File: src/rtl/proc_pkg.sv
// Shared processor definitions: datapath width and the 4-bit register
// destination/source codes used by both the bus source select and the
// register bank write port.
package proc_pkg;

  localparam int WIDTH = 16;

  typedef enum logic [3:0] {
    DST_RA = 4'b0000,
    DST_RB = 4'b0001,
    DST_RC = 4'b0010,
    DST_R1 = 4'b0011,
    DST_R2 = 4'b0100,
    DST_R3 = 4'b0101,
    DST_DR = 4'b0110,
    DST_RD = 4'b0111,
    DST_AC = 4'b1001,
    DST_PC = 4'b1010
  } dest_e;

  // 1000 and 1011-1111 do not name a register.
  function automatic logic is_legal_dest(input logic [3:0] code);
    logic legal;
    legal = 1'b0;
    case (code)
      DST_RA, DST_RB, DST_RC, DST_R1, DST_R2,
      DST_R3, DST_DR, DST_RD, DST_AC, DST_PC: legal = 1'b1;
      default:                                legal = 1'b0;
    endcase
    return legal;
  endfunction

endpackage

File: src/rtl/gp_reg.sv
// General-purpose register with clear, parallel load and increment.
// Local priority is clr > load > inc; increment wraps silently.
module gp_reg #(
  parameter int                 WIDTH   = proc_pkg::WIDTH,
  parameter logic [WIDTH-1:0]   RST_VAL = '0
) (
  input  logic             clk,
  input  logic             rst_n,
  input  logic             load,
  input  logic [WIDTH-1:0] load_data,
  input  logic             inc,
  input  logic             clr,
  output logic [WIDTH-1:0] q
);

  // Register update: async reset to RST_VAL, then clr > load > inc.
  always_ff @(posedge clk or negedge rst_n) begin
    if (!rst_n) begin
      q <= RST_VAL;
    end else if (clr) begin
      q <= '0;
    end else if (load) begin
      q <= load_data;
    end else if (inc) begin
      q <= q + WIDTH'(1);
    end
  end

endmodule

File: src/rtl/reg_bank_write.sv
// Register bank write port: decodes the bus destination code, resolves
// per-register request priority and drives one gp_reg per register.
// Status outputs (z_flag, wr_err, wr_busy) are registered alongside.
module reg_bank_write #(
  parameter int               WIDTH  = proc_pkg::WIDTH,
  parameter logic [WIDTH-1:0] PC_RST = 16'h0000
) (
  input  logic             clk,
  input  logic             rst_n,
  input  logic [WIDTH-1:0] bus_in,
  input  logic [3:0]       wr_sel,
  input  logic             wr_en,
  input  logic [WIDTH-1:0] mem_data,
  input  logic             dr_mem_ld,
  input  logic             inc_pc,
  input  logic             inc_r1,
  input  logic             inc_r2,
  input  logic             clr_ac,
  output logic [WIDTH-1:0] dr,
  output logic [WIDTH-1:0] r1,
  output logic [WIDTH-1:0] r2,
  output logic [WIDTH-1:0] r3,
  output logic [WIDTH-1:0] ra,
  output logic [WIDTH-1:0] rb,
  output logic [WIDTH-1:0] rc,
  output logic [WIDTH-1:0] rd,
  output logic [WIDTH-1:0] ac,
  output logic [WIDTH-1:0] pc,
  output logic             z_flag,
  output logic             wr_err,
  output logic             wr_busy
);

  import proc_pkg::*;

  logic wr_ra, wr_rb, wr_rc, wr_r1, wr_r2, wr_r3, wr_dr, wr_rd, wr_ac, wr_pc;
  logic wr_illegal;

  logic             pc_inc, r1_inc, r2_inc, ac_load, dr_load;
  logic [WIDTH-1:0] dr_data;
  logic [WIDTH-1:0] ac_next;

  // Destination decode; an illegal code matches no register.
  always_comb begin
    wr_ra      = wr_en && (wr_sel == DST_RA);
    wr_rb      = wr_en && (wr_sel == DST_RB);
    wr_rc      = wr_en && (wr_sel == DST_RC);
    wr_r1      = wr_en && (wr_sel == DST_R1);
    wr_r2      = wr_en && (wr_sel == DST_R2);
    wr_r3      = wr_en && (wr_sel == DST_R3);
    wr_dr      = wr_en && (wr_sel == DST_DR);
    wr_rd      = wr_en && (wr_sel == DST_RD);
    wr_ac      = wr_en && (wr_sel == DST_AC);
    wr_pc      = wr_en && (wr_sel == DST_PC);
    wr_illegal = wr_en && !is_legal_dest(wr_sel);
  end

  // Per-register priority; the losing request is simply dropped.
  always_comb begin
    pc_inc  = inc_pc & ~wr_pc;
    r1_inc  = inc_r1 & ~wr_r1;
    r2_inc  = inc_r2 & ~wr_r2;
    ac_load = wr_ac & ~clr_ac;
    dr_load = dr_mem_ld | wr_dr;
    dr_data = dr_mem_ld ? mem_data : bus_in;
    ac_next = ac;
    if (clr_ac) begin
      ac_next = '0;
    end else if (wr_ac) begin
      ac_next = bus_in;
    end
  end

  gp_reg #(.WIDTH(WIDTH), .RST_VAL('0)) u_ra (
    .clk(clk), .rst_n(rst_n), .load(wr_ra), .load_data(bus_in),
    .inc(1'b0), .clr(1'b0), .q(ra)
  );

  gp_reg #(.WIDTH(WIDTH), .RST_VAL('0)) u_rb (
    .clk(clk), .rst_n(rst_n), .load(wr_rb), .load_data(bus_in),
    .inc(1'b0), .clr(1'b0), .q(rb)
  );

  gp_reg #(.WIDTH(WIDTH), .RST_VAL('0)) u_rc (
    .clk(clk), .rst_n(rst_n), .load(wr_rc), .load_data(bus_in),
    .inc(1'b0), .clr(1'b0), .q(rc)
  );

  gp_reg #(.WIDTH(WIDTH), .RST_VAL('0)) u_r1 (
    .clk(clk), .rst_n(rst_n), .load(wr_r1), .load_data(bus_in),
    .inc(r1_inc), .clr(1'b0), .q(r1)
  );

  gp_reg #(.WIDTH(WIDTH), .RST_VAL('0)) u_r2 (
    .clk(clk), .rst_n(rst_n), .load(wr_r2), .load_data(bus_in),
    .inc(r2_inc), .clr(1'b0), .q(r2)
  );

  gp_reg #(.WIDTH(WIDTH), .RST_VAL('0)) u_r3 (
    .clk(clk), .rst_n(rst_n), .load(wr_r3), .load_data(bus_in),
    .inc(1'b0), .clr(1'b0), .q(r3)
  );

  gp_reg #(.WIDTH(WIDTH), .RST_VAL('0)) u_dr (
    .clk(clk), .rst_n(rst_n), .load(dr_load), .load_data(dr_data),
    .inc(1'b0), .clr(1'b0), .q(dr)
  );

  gp_reg #(.WIDTH(WIDTH), .RST_VAL('0)) u_rd (
    .clk(clk), .rst_n(rst_n), .load(wr_rd), .load_data(bus_in),
    .inc(1'b0), .clr(1'b0), .q(rd)
  );

  gp_reg #(.WIDTH(WIDTH), .RST_VAL('0)) u_ac (
    .clk(clk), .rst_n(rst_n), .load(ac_load), .load_data(bus_in),
    .inc(1'b0), .clr(clr_ac), .q(ac)
  );

  gp_reg #(.WIDTH(WIDTH), .RST_VAL(PC_RST)) u_pc (
    .clk(clk), .rst_n(rst_n), .load(wr_pc), .load_data(bus_in),
    .inc(pc_inc), .clr(1'b0), .q(pc)
  );

  // Zero flag tracks the value AC is about to take, so it lines up with ac.
  always_ff @(posedge clk or negedge rst_n) begin
    if (!rst_n) begin
      z_flag <= 1'b1;
    end else begin
      z_flag <= (ac_next == '0);
    end
  end

  // Sticky illegal-destination error and one-cycle write acknowledge.
  always_ff @(posedge clk or negedge rst_n) begin
    if (!rst_n) begin
      wr_err  <= 1'b0;
      wr_busy <= 1'b0;
    end else begin
      wr_busy <= wr_en;
      if (wr_illegal) begin
        wr_err <= 1'b1;
      end
    end
  end

endmodule

File: config.mk
export PLATFORM = sky130hd
export DESIGN_NAME = reg_bank_write
export DESIGN_NICKNAME = d
export VERILOG_FILES = /design/src/rtl/proc_pkg.sv /design/src/rtl/gp_reg.sv /design/src/rtl/reg_bank_write.sv
export SDC_FILE = /design/constraint.sdc
export NUM_CORES = 1
export LEC_CHECK = 0
export CAP_MARGIN = 20
export CORE_ASPECT_RATIO = 0.9
export CORE_MARGIN = 1
export CORE_UTILIZATION = 35
export DETAILED_ROUTE_END_ITERATION = 7
export DONT_BUFFER_PORTS = 1
export SYNTH_ARGS = -nofsm -noshare
export SYNTH_HDL_FRONTEND = slang
export SYNTH_SLANG_ARGS = --single-unit
File: constraint.sdc
create_clock -name clk -period 3.7 [get_ports clk]
set_input_delay 1.11 -clock clk [delete_from_list [all_inputs] [get_ports clk]]
set_output_delay 1.11 -clock clk [all_outputs]
set_load 0.02 [all_outputs]
==> reports/metrics.csv <==
stage,metric,value,unit
clock_network,worst skew pair latency,0.43,ns
routing,Via density,5.658,
setup_path,FF-to-FF Start,u_r2.q[0],
grt,initial antenna violation count,0,
synthesis,sequential-to-total area share from yosys stat,0.5633,
timing,Slew headroom,0.6159,
power,PwrDens,691.6,nW/um2
setup_path,startpoint types,input pin,
power,P_leak,3.341,nW
place,post-placement cell area,7458,um2
grt,vias in the first global route,5176,
grt,gr usage total,0.2021,
clock_network,"Clk pin slew, worst setup/hold paths",0.06,ns
clock_network,clock root buffer master,clkbuf_16,
routing,vias post-DR,4951,
final_layout,post-route cell area,7999,um2
final_layout,final design utilization,0.3978,
clock_network,clock sink count,163,
floorplan,die height,138.5,um
floorplan,Cell Rows,49,
timing,Worst Tran Pin Value,0.5755,ns
timing,endpoints failing setup,0,
synthesis,synthesized cell area,7243,um2
synthesis,"Top FF cell, synth",dfrtp_1,
final_layout,Non-Filler Instances,875,
clock_network,CTS tree,done,
place,port bufs,0,
synthesis,Syn Area/Cell,11.63,um2
grt,total gr overflow,0,
timing,final critical-path setup slack,1.528,ns
timing,setup TNS,0,ns
setup_path,R2R cell count,5,
timing,RSZ-0062 raised after global routing,false,
routing,Initial DRC Count,272,
timing,WHS,0.3802,ns
timing,Slew Limit Fails,0,
timing,Peak Freq,460.3,MHz
setup_path,element type at the critical path end,flop,
run_status,status,"finished, final reports clean",
setup_path,Worst Path Max Fanout,29,
synthesis,"EDFF count, synth",0,
clock_network,cts hold-fix bufs,0,
synthesis,Mapped Cells,623,
grt,largest net degree at the start of global routing,164,
worst_hold_path,worst min path class,in2async,
setup_path,Critical Path Source,wr_sel[0],
clock_network,H-tree Lvls,4,
timing,final hold vios,0,
setup_path,Required @ worst endpoint,4.06,ns
routing,drt wl/cell,24.14,um
place,dpl ws,1.116,ns
clock_network,PostCTS Resize Cnt,0,
clock_network,Post-CTS Setup Bufs,0,
power,Pwr Total,5.532,mW
job,max-cap viol count,0,
synthesis,YS warnings,0,
timing,fin crit period,2.172,ns
final_layout,n_diodes,0,
clock_network,Clock Tree Buf Depth,2,
synthesis,syn_nets,674,
grt,first-pass GRT wire length,31.97,mm
routing,DRC Markers,0,
final_layout,"Net count, final",659,
floorplan,Core ar.,20110,um2
routing,DR pass1 iterations,4,
synthesis,#FFs+latches synth,163,
synthesis,ys async rst share,1.000,
timing,period utilisation layout,0.5871,
routing,routed wire length,21.12,mm
final_layout,area delta synth->final,10.43,%
clock_network,CTS buffer count,17,
place,post-DP HPWL,13.96,mm
timing,final setup skew,0.009284,ns
final_layout,"commonest non-fill, non-tap cell in the layout",dfrtp_1,
power,Max VDD drop,0.0003550,V
floorplan,Die W,153.6,um
floorplan,die area,21280,um2
synthesis,number of distinct library cells after synthesis,41,
final_layout,"commonest cells after routing, fill and taps aside","dfrtp_1 (162), mux2_2 (78), nand2_1 (67)",
setup_path,kind of critical path,in2reg,
place,GPL Wtd Cong,0.7900,
floorplan,# IOs,207,
floorplan,initial cell density of the core,0.3602,
routing,DRT antenna net count,0,
setup_path,CP arrival,2.53,ns
place,Inst Count DP,844,
final_layout,layout cells sized above 1,0.2113,
## registers in the layout, summed over array words and instances (netlist names)
| name | flops |
|---|---|
| u_ac.q | 16 |
| u_rd.q | 16 |
| wr_err | 1 |
| u_r3.q | 16 |
| u_r2.q | 16 |
| u_rb.q | 16 |
| wr_busy | 1 |
| u_ra.q | 16 |
| z_flag | 1 |
| u_rc.q | 16 |
| u_dr.q | 16 |
| u_pc.q | 16 |
| u_r1.q | 16 |
## routing by layer
layer,part of all wire,vias to the layer above,GRT usage,wire length [um]
met4,0.027,0,0.08474,567
met3,0.10,35,0.08276,2133
met1,0.39,2541,0.2344,8317
met2,0.48,216,0.3299,10100
li1,-,2159,-,-
met5,0,-,0,0
## worst max-delay path: stages
cell,delay [ns]
inv_1,0.03
ha_1,0.22
and4b_1,0.19
buf_4,0.21
or4_1,0.52
mux2i_1,0.13
or2_2,0.12
## synthesized netlist by cell type (all sizes together), types with 2 or more instances
| library cell | n | area, um2 |
|---|---|---|
| a21oi | 14 | 70.07 |
| a22o | 16 | 140.1 |
| a31oi | 4 | 25.02 |
| buf | 13 | 70.06 |
| clkbuf | 29 | 108.9 |
| dfrtp | 162 | 4054 |
| ha | 7 | 87.58 |
| inv | 10 | 37.54 |
| mux2 | 78 | 878.3 |
| mux2i | 22 | 220.2 |
| nand2 | 67 | 251.5 |
| nand2b | 2 | 12.51 |
| nand3 | 17 | 112.6 |
| nand4 | 14 | 93.84 |
| nor2 | 25 | 93.84 |
| nor2b | 3 | 18.77 |
| nor3 | 11 | 70.07 |
| nor4 | 20 | 125.1 |
| o21ai | 47 | 235.2 |
| o31ai | 3 | 22.52 |
| or2 | 3 | 18.77 |
| or3 | 2 | 12.51 |
| or4 | 5 | 37.54 |
| xnor2 | 28 | 245.2 |
| xor2 | 11 | 96.34 |
## path summary, 6_finish.rpt
| path | slack, ns | endpoint |
|---|---|---|
| worst min-delay path | 0.38 | u_ra.q[4] |
| worst min register to register | 0.64 | wr_err |
| max in group asynchronous | 2.94 | z_flag |
| worst max register to register | 1.62 | u_r2.q[14] |
| min in group clk | 0.64 | wr_err |
| worst max-delay path | 1.53 | u_r2.q[15] |
## logic make-up after synthesis
group | count (synthesis) | synth area share
adders and majority gates | 7 | 0.01209
and+or+nand+nor | 175 | 0.1247
buffers and inverters | 52 | 0.02988
muxes | 100 | 0.1517
AOI/OAI and AO/OA | 87 | 0.07117
DFF | 163 | 0.5633
xor gates and xnor gates | 39 | 0.04716
## where the power goes
| group | switching (mW) | internal, mW | total (mW) |
|---|---|---|---|
| Sequential | 1.02 | 2.19 | 3.21 |
| Combinational | 0.301 | 0.391 | 0.691 |
| Clock | 0.753 | 0.879 | 1.63 |
## area by class of cell
class	instances	area, um2
Timing Repair Buffer	8	60.06
Tap cell	255	319.1
Clock inverter	13	101.3
Fill cell	1938	12110
Clock buffer	18	439.2
Multi-Input combinational cell	408	2962
Sequential cell	163	4080
Inverter	10	37.54
(Power assumes the default switching activity.)
